`config.mk`:
```
export PLATFORM = sky130hd
export DESIGN_NAME = mini_cpu_core
export DESIGN_NICKNAME = d
export VERILOG_FILES = /design/src/rtl/mini_cpu_pkg.sv /design/src/rtl/mini_cpu_regfile.sv /design/src/rtl/mini_cpu_core.sv
export SDC_FILE = /design/constraint.sdc
export NUM_CORES = 1
export LEC_CHECK = 0
export BUFFER_PORTS_ARGS = -buffer_cell sky130_fd_sc_hd__buf_2
export CAP_MARGIN = 20
export CORE_ASPECT_RATIO = 0.6
export CORE_MARGIN = 2
export CORE_UTILIZATION = 30
export DETAILED_ROUTE_END_ITERATION = 8
export HOLD_SLACK_MARGIN = 0.06
export PLACE_DENSITY = 0.48
export SKIP_CTS_REPAIR_TIMING = 1
export SYNTH_ARGS = -nofsm -noshare
export SYNTH_HDL_FRONTEND = slang
export SYNTH_SLANG_ARGS = --single-unit
export TNS_END_PERCENT = 100
```
`constraint.sdc`:
```
create_clock -name clk50 -period 5.6 [get_ports clk50]
set_clock_uncertainty 0.15 [all_clocks]
set_input_delay 1.68 -clock clk50 [delete_from_list [all_inputs] [get_ports clk50]]
set_output_delay 1.68 -clock clk50 [all_outputs]
set_load 0.05 [all_outputs]
```
`src/rtl/mini_cpu_pkg.sv`:
```
// Shared opcodes, sequencer state encoding and the jump-offset sign extender
// for the mini CPU core.
package mini_cpu_pkg;

    localparam logic [1:0] OP_ADD = 2'd0;
    localparam logic [1:0] OP_LW  = 2'd1;
    localparam logic [1:0] OP_SW  = 2'd2;
    localparam logic [1:0] OP_J   = 2'd3;

    typedef enum logic [2:0] {
        S_IDLE   = 3'd0,
        S_FETCH  = 3'd1,
        S_DECODE = 3'd2,
        S_EXEC   = 3'd3,
        S_MEM    = 3'd4,
        S_WB     = 3'd5
    } state_t;

    // Sign-extends the low field_w bits of field; callers truncate to the PC width.
    function automatic logic [31:0] sext(input logic [31:0] field, input int field_w);
        logic [31:0] r;
        r = field;
        for (int i = 0; i < 32; i++) begin
            if (i >= field_w) r[i] = field[field_w-1];
        end
        return r;
    endfunction

endpackage

```
`src/rtl/mini_cpu_regfile.sv`:
```
// Register file: two operand read ports, one write port and a combinational
// debug read port; all registers clear on reset.
module mini_cpu_regfile #(
    parameter int FIELD_W = 2,
    parameter int DATA_W  = 8
) (
    input  logic               clk_i,
    input  logic               rst_n_i,
    input  logic [FIELD_W-1:0] ra_addr_i,
    input  logic [FIELD_W-1:0] rb_addr_i,
    input  logic               wr_en_i,
    input  logic [FIELD_W-1:0] wr_addr_i,
    input  logic [DATA_W-1:0]  wr_data_i,
    input  logic [FIELD_W-1:0] dbg_addr_i,
    output logic [DATA_W-1:0]  ra_data_o,
    output logic [DATA_W-1:0]  rb_data_o,
    output logic [DATA_W-1:0]  dbg_data_o
);

    localparam int NREG = 2 ** FIELD_W;

    logic [DATA_W-1:0] regs_q [NREG];

    always_ff @(posedge clk_i or negedge rst_n_i) begin
        if (!rst_n_i) begin
            for (int i = 0; i < NREG; i++) regs_q[i] <= '0;
        end else if (wr_en_i) begin
            regs_q[wr_addr_i] <= wr_data_i;
        end
    end

    // Reads see the pre-edge value when a write targets the same register.
    assign ra_data_o  = regs_q[ra_addr_i];
    assign rb_data_o  = regs_q[rb_addr_i];
    assign dbg_data_o = regs_q[dbg_addr_i];

endmodule

```
`src/rtl/mini_cpu_core.sv`:
```
// Multi-cycle core with writable imem, regfile, dmem, run/step control and debug read.
// state  | meaning
// IDLE   | waiting for run or step; imem may be loaded
// FETCH  | ir <= imem[pc]
// DECODE | latch reg[a], reg[b]
// EXEC   | add sum or effective address; j updates pc and finishes
// MEM    | lw reads dmem; sw writes dmem, pc+1 and finishes
// WB     | register write, pc+1 and finish
module mini_cpu_core
    import mini_cpu_pkg::*;
#(
    parameter int FIELD_W    = 2,
    parameter int DATA_W     = 8,
    parameter int IMEM_DEPTH = 32,
    parameter int DMEM_DEPTH = 16,
    localparam int IW = 4 * FIELD_W,
    localparam int PW = $clog2(IMEM_DEPTH),
    localparam int DW = $clog2(DMEM_DEPTH)
) (
    input  logic               clk50,
    input  logic               reset,
    input  logic               run,
    input  logic               step,
    input  logic               prog_we,
    input  logic [PW-1:0]      prog_addr,
    input  logic [IW-1:0]      prog_data,
    input  logic [FIELD_W-1:0] dbg_sel,
    output logic [DATA_W-1:0]  dbg_data,
    output logic [PW-1:0]      pc,
    output logic               busy,
    output logic               retire,
    output logic               carry,
    output logic               prog_err
);

    state_t             state_q;
    logic [PW-1:0]      pc_q;
    logic [IW-1:0]      ir_q;
    logic [DATA_W-1:0]  opa_q;
    logic [DATA_W-1:0]  opb_q;
    logic [DATA_W-1:0]  mdr_q;
    logic [DATA_W:0]    alu_q;
    logic [DW-1:0]      ea_q;
    logic               carry_q;
    logic               retire_q;
    logic               prog_err_q;
    logic [IW-1:0]      imem_q [IMEM_DEPTH];
    logic [DATA_W-1:0]  dmem_q [DMEM_DEPTH];

    logic [FIELD_W-1:0] ir_op, ir_a, ir_b, ir_c;
    logic               is_add, is_lw, is_sw, is_j;
    logic [DATA_W-1:0]  ra_data, rb_data, rf_wdata;
    logic [FIELD_W-1:0] rf_waddr;
    logic               rf_we;
    logic [PW-1:0]      pc_inc, pc_jmp;
    logic [DW-1:0]      ea_d;
    state_t             done_state;

    assign ir_op = ir_q[IW-1 -: FIELD_W];
    assign ir_a  = ir_q[3*FIELD_W-1 -: FIELD_W];
    assign ir_b  = ir_q[2*FIELD_W-1 -: FIELD_W];
    assign ir_c  = ir_q[FIELD_W-1:0];

    assign is_add = (ir_op == FIELD_W'(OP_ADD));
    assign is_lw  = (ir_op == FIELD_W'(OP_LW));
    assign is_sw  = (ir_op == FIELD_W'(OP_SW));
    assign is_j   = (ir_op == FIELD_W'(OP_J));

    assign pc_inc = pc_q + PW'(1);
    // A zero offset would spin on itself, so j with c=0 behaves as a NOP.
    assign pc_jmp = (ir_c == '0) ? pc_inc : pc_q + PW'(sext(32'(ir_c), FIELD_W));
    assign ea_d   = DW'(opa_q + DATA_W'(ir_c));

    assign done_state = run ? S_FETCH : S_IDLE;

    assign rf_we    = (state_q == S_WB);
    assign rf_waddr = is_lw ? ir_b : ir_c;
    assign rf_wdata = is_lw ? mdr_q : alu_q[DATA_W-1:0];

    mini_cpu_regfile #(
        .FIELD_W (FIELD_W),
        .DATA_W  (DATA_W)
    ) u_regfile (
        .clk_i      (clk50),
        .rst_n_i    (reset),
        .ra_addr_i  (ir_a),
        .rb_addr_i  (ir_b),
        .wr_en_i    (rf_we),
        .wr_addr_i  (rf_waddr),
        .wr_data_i  (rf_wdata),
        .dbg_addr_i (dbg_sel),
        .ra_data_o  (ra_data),
        .rb_data_o  (rb_data),
        .dbg_data_o (dbg_data)
    );

    // The loaded program must survive reset, so imem has no reset branch.
    always_ff @(posedge clk50) begin
        if (prog_we && state_q == S_IDLE) imem_q[prog_addr] <= prog_data;
    end

    always_ff @(posedge clk50 or negedge reset) begin
        if (!reset) begin
            state_q    <= S_IDLE;
            pc_q       <= '0;
            ir_q       <= '0;
            opa_q      <= '0;
            opb_q      <= '0;
            mdr_q      <= '0;
            alu_q      <= '0;
            ea_q       <= '0;
            carry_q    <= 1'b0;
            retire_q   <= 1'b0;
            prog_err_q <= 1'b0;
            for (int i = 0; i < DMEM_DEPTH; i++) dmem_q[i] <= DATA_W'(i);
        end else begin
            retire_q   <= 1'b0;
            prog_err_q <= prog_we && (state_q != S_IDLE);
            case (state_q)
                S_IDLE: begin
                    if (run || step) state_q <= S_FETCH;
                end
                S_FETCH: begin
                    ir_q    <= imem_q[pc_q];
                    state_q <= S_DECODE;
                end
                S_DECODE: begin
                    opa_q   <= ra_data;
                    opb_q   <= rb_data;
                    state_q <= S_EXEC;
                end
                S_EXEC: begin
                    if (is_add) begin
                        alu_q   <= {1'b0, opa_q} + {1'b0, opb_q};
                        state_q <= S_WB;
                    end else if (is_lw || is_sw) begin
                        ea_q    <= ea_d;
                        state_q <= S_MEM;
                    end else if (is_j) begin
                        pc_q     <= pc_jmp;
                        retire_q <= 1'b1;
                        state_q  <= done_state;
                    end else begin
                        pc_q     <= pc_inc;
                        retire_q <= 1'b1;
                        state_q  <= done_state;
                    end
                end
                S_MEM: begin
                    if (is_lw) begin
                        mdr_q   <= dmem_q[ea_q];
                        state_q <= S_WB;
                    end else begin
                        dmem_q[ea_q] <= opb_q;
                        pc_q         <= pc_inc;
                        retire_q     <= 1'b1;
                        state_q      <= done_state;
                    end
                end
                S_WB: begin
                    if (is_add) carry_q <= carry_q | alu_q[DATA_W];
                    pc_q     <= pc_inc;
                    retire_q <= 1'b1;
                    state_q  <= done_state;
                end
                default: state_q <= S_IDLE;
            endcase
        end
    end

    assign pc       = pc_q;
    assign busy     = (state_q != S_IDLE);
    assign retire   = retire_q;
    assign carry    = carry_q;
    assign prog_err = prog_err_q;

endmodule

```
======== Word level (Yosys, flattened, before mapping) ========
Memory sizes are Yosys's and may differ from the RTL's. A register that Yosys moved wholly into a read port is not among the register bits.
Index checks and enable logic that the tools add are counted.
operators by class
  bitwise logic cells ..................... 8
  equal/unequal tests ..................... 12
  order comparisons ....................... 7
  add/subtract/negate cells ............... 4
  reduce and logical (&&, ||, !) cells .... 18
  multiplexer cells ....................... 38
operators by type and width
  operator                                                  number
  bitwise mux 128 bit                                       1
  2-to-1 mux 8 bit                                          11
  binary-select mux 8 bit (select 2 bit)                    3
  binary-select mux 8 bit (select 4 bit)                    1
  bitwise mux 32 bit                                        1
  demux 8 bit (select 4 bit)                                1
  2-to-1 mux 5 bit                                          5
  one-hot mux 3 bit (6 select lines)                        1
  demux 8 bit (select 2 bit)                                1
  one-hot mux 5 bit (3 select lines)                        1
  greater-or-equal comparator 3 bit, second input constant  4
  2-to-1 mux 3 bit                                          4
  inverter 2 -> 3 bit                                       4
  adder 8 x 8 -> 9 bit                                      1
  AND reduction 2 bit                                       4
  == test 3 x 2 -> 1 bit, second input constant             2
  == test 3 bit, second input constant                      2
  2-to-1 mux 1 bit                                          6
  != test 2 bit, second input constant                      3
  nonzero test 3 bit                                        2
  adder 5 x 1 -> 5 bit, second input constant               1
  adder 5 bit                                               1
  greater-or-equal comparator 5 bit, second input constant  1
  < comparator 5 x 1 -> 1 bit, second input constant        1
  other kinds (18)                                          25
storage, ports and cells
  memory bits (writable) .................. 256
  bits in registers ....................... 208
  bits of input ports ..................... 20
  logic and storage cells ................. 118
  output and inout port bits .............. 17
  memories kept ........................... 1
memory list
  memory  depth  width  rd ports  clocked after memory_dff  write ports  RTL line             RTL
  imem_q  32     8      1         1                         1            mini_cpu_core.sv:47  logic [IW-1:0] imem_q [IMEM_DEPTH];

======== Logic depth before layout (Yosys ltp) ========
  depth after elaboration ................. 8
  mapped depth ............................ 10
  gate-level depth less buffers ........... 8

======== By module ========
Synthesis repeated with hierarchy kept, for this count alone.
unflattened totals
  cells, all modules ...................... 1166
  area, all modules ....................... 20453.4 µm²
modules (own cells, without submodules)
  module            times used  cells an instance  area each (µm²)  seq. area each (µm²)
  mini_cpu_core     1           1068               18674.2          12331.8
  mini_cpu_regfile  1           98                 1779.2           800.8

======== Worst setup path after synthesis ========
No wires, ideal clock.
  path type ............................... input -> output
  start point ............................. input port dbg_sel[0]
  end point ............................... output port dbg_data[0]
  data arrival time ....................... 2.824 ns
  data required time ...................... 3.770 ns
  slack ................................... 0.946 ns
  cell stages on the path ................. 2
  buffers on the path ..................... 1
  cell sequence ........................... clkbuf_1 mux4_2
on the way
  word-level cells in the longest chain between the ends .. 4
RTL lines
  what                                                 RTL line                RTL
  start, declared                                      mini_cpu_core.sv:27     input logic [FIELD_W-1:0] dbg_sel,
  inverter 2 -> 3 bit (not written as such)            mini_cpu_regfile.sv:35  assign dbg_data_o = regs_q[dbg_addr_i];
  binary-select mux 8 bit (select 2 bit)               mini_cpu_regfile.sv:35
  2-to-1 mux 8 bit (not written as such) (2 in a row)  mini_cpu_regfile.sv:35
  end, declared                                        mini_cpu_core.sv:28     output logic [DATA_W-1:0] dbg_data,
No other way between the ends. The select of a mux whose other input is x is not followed.

======== Worst setup path after layout ========
  start point ............................. input port dbg_sel[0]
  end point ............................... output port dbg_data[7]
The elaborated chain is that of the path after synthesis.

==> impl_results.md <==
* Status: completed
* Clk root buf: clkbuf_16
* Simple-gate area share of the yosys netlist at 5.23%
* Gr usage total at 15.4%
* Final GP Congestion at 0.785
* H-tree Lvls at 2
* WHS at 0.327 ns
* Number of vias per cell at 5.12
* FF+latch count, synth at 472
* FILL cells at 6,538
* Power, Total at 0.0109 W
* Vias in the first global route at 11,098
* Die height at 207 microns
* Slew Limit Fails at 0
* Flop pwr share at 43.8%
* Die area at 0.0709 sq mm
* Area of the multi-input gates at 0.00702 sq mm
* Data arrival, critical path at 2.93 ns
* Clock power frac at 30.1%
* Post-route ant nets at 0
* CP most frequent cell: buf_2
* Pin count of the biggest net entering global routing at 111
* Worst-case reg-to-reg path depth at 8
* Most frequent cells in the layout: edfxtp_1, dfrtp_1, mux2_2
* CORE AREA at 0.0681 sq mm
* CTS buffer count at 48
* Hold depth at 2
* CTS tree: built
* Post-Synth XOR/XNOR Area at 0.340%
* Wirelength per Cell at 24.7 microns
* CP endpoint kind: output pin
* Worst Setup EP: dbg_data[7]
* Final Cycle Share at 85.0%
* Starting density of the core at 30.3%
* DRC viols at 0
* HPWL after DPL at 35.3 mm
* Setup TNS at 0 ns
* Post-synth EDFFs at 256
* Post-synthesis compound-gate area fraction at 3.31%
* Internal power at 0.00721 W
* Most common cell after layout, fill and taps aside: edfxtp_1
* Die X-Extent at 343 microns
* P_sw at 0.00368 W
* Worst Path Class, Setup: primary input to output pin
* CP Depth at 3
* Critical path's slowest cell: mux4_2
* Slew margin rel. at 25.2%
* Worst EP required at 3.77 ns
* Syn_nets at 1,252
* Syn. warnings at 0
* Cells along the critical path: buf_2, mux4_2, buf_2
* Final layout net count at 1,285
* First-pass GRT wire length at 79.4 mm
* Crit path launch: dbg_sel[0]
* Critical Path Fanout Max at 8
* Share of post-route cells with drive strength above 1 at 29.6%
* Pre-antenna DRT Iters at 5
* Highest cell delay on the worst timing path at 0.57 ns
* Reg-to-reg startpoint: ir_q[7]
* Buffers & Inverters on Critical Path at 2
* Worst R2R Setup Slack at 1.95 ns
* FFs w/ async S/R, synth at 45.8%
* Clk slew on worst S/H paths at 0.06 ns
* Crit path launch type: primary input
* Overflow after GRT at 0
* Mapped cell area at 0.0206 sq mm
* Net Sw Frac at 33.8%
* Fin. Hold Viols at 0
* Worst VDD drop at 0.197 mV
* Initial antenna violation count at 9
* Max Clock Freq at 210 MHz
* Initial DRC Count at 1,011
* Top FF cell, synth: edfxtp_1
* Post-Synthesis Cells at 1,210
* Sequential Area at 0.0131 sq mm
* Multiplexer share of the synthesized area at 23.7%
* Area Overhead vs Synth at 12.7%
* Clk Latency, worst-skew pair at 0.60 ns
* Worst path top cell family by delay: buffers and inverters
* Synth cell types at 62
* Post-Synth Adder-Cell Area at 1.44%
* CTS Buffer Depth at 3
* Boundary Pins at 37
* R2r endpoint: dmem_q[37]
* HP Class: register to register
* Largest family of logic cells by synthesized area: multiplexers
* Sequential area share after synthesis at 63.7%
* Final setup violation count at 0
* Port Buffers at 36
* Avg Inst Size Synth at 17.0 sq um
* Minimum clock period at 4.76 ns
* Comb pwr share at 26.1%
* Clk sink count at 472
* PwrDens at 468 mW/mm^2
* Max Cap Viol at 0
* Unrepaired setup endpoints after global routing: false
* Lkg Pwr at 8.90 nW
* Drt total wl at 54.1 mm
* Vias after detailed routing at 11,243
* Row count at 74
* Actual slew at the worst max-slew pin at 1.12 ns
-- power groups by stage --
stage               Clock [W]  Combinational (W)  Sequential [W]
floorplan                   0            0.00238         0.00433
global placement            0            0.00281         0.00484
detailed placement          0            0.00284         0.00483
CTS                   0.00336            0.00285         0.00477
global route          0.00350            0.00308         0.00485
finish                0.00328            0.00284         0.00477
-- metal layers --
layer | global-route usage, % | part of all wire [%] | vias up
li1 | - | - | 4842
met1 | 25.4 | 52 | 6008
met2 | 19.2 | 38 | 333
met3 | 4.54 | 8.3 | 58
met4 | 3.45 | 1.5 | 2
met5 | 0 | 0.024 | -
-- logic make-up (layout without fill, tap and decap cells) --
family / count (synthesis) / count (layout)
AOI/OAI and AO/OA: 115 / 115
xor gates and xnor gates: 8 / 8
adders and majority gates: 22 / 22
buffers and inverters: 81 / 154
DFF: 472 / 472
muxes: 292 / 292
other: 0 / 1
and+or+nand+nor: 220 / 220
-- flip-flops by register name, summed over array words and instances, names as in the netlist, 5 cells and up --
register,cells
alu_q,9
dmem_q,128
opa_q,8
ir_q,8
pc,5
mdr_q,8
opb_q,8
u_regfile.regs_q,32
imem_q,256
-- layout make-up --
class / count / share of cell area [%]
antenna: 1 / 0.0108
tap: 912 / 4.91
clock buffer: 70 / 5.87
multi-input combinational: 657 / 30.2
inverter: 11 / 0.178
clock inverter: 20 / 0.926
sequential: 472 / 56.5
timing repair buffer: 53 / 1.41
-- worst min-delay path by stage --
stage | start | slack [ns] | to
2_1_floorplan | mdr_q[0] | 0.30 | mdr_q[0]
3_3_place_gp | mdr_q[7] | 0.31 | mdr_q[7]
3_5_place_dp | mdr_q[5] | 0.31 | mdr_q[5]
4_1_cts | mdr_q[5] | 0.33 | mdr_q[5]
5_1_grt | carry | 0.35 | carry
6_report | mdr_q[5] | 0.33 | mdr_q[5]
-- metrics by stage --
step | worst slack, ns | instances | area (sq um) | utilization, %
6_report | 0.840 | 2196 | 23300 | 34.2
2_1_floorplan | 0.946 | 1210 | 20600 | -
5_1_grt | 0.758 | 2195 | 23200 | 34.2
4_1_cts | 0.821 | 2193 | 23200 | 34.1
3_3_place_gp | 0.838 | 2103 | 21700 | 31.8
3_5_place_dp | 0.827 | 2103 | 21700 | 31.8
-- synthesized netlist by cell type (all sizes together) (5+ instances only) --
cell,count,area share (%)
clkbuf,24,0.45
nand3b,7,0.29
inv,11,0.20
xnor2,5,0.21
a21oi,36,0.87
edfxtp,256,37
buf,46,1.7
nor4b,5,0.24
nor3b,5,0.18
nor4,5,0.15
nand2,73,1.4
o22ai,32,0.97
dfstp,32,4.1
ha,19,1.2
nand3,10,0.24
nor2,72,1.3
nor2b,14,0.42
nor3,6,0.22
dfrtp,184,22
mux2,151,8.2
o21ai,25,0.61
mux4,128,15
mux2i,13,0.63
-- worst min-delay path: stages (launching register included) --
cell	delay [ns]
dfrtp_1	0.34
nand2_1	0.05
nand2_1	0.05
(Power assumes the default switching activity.)
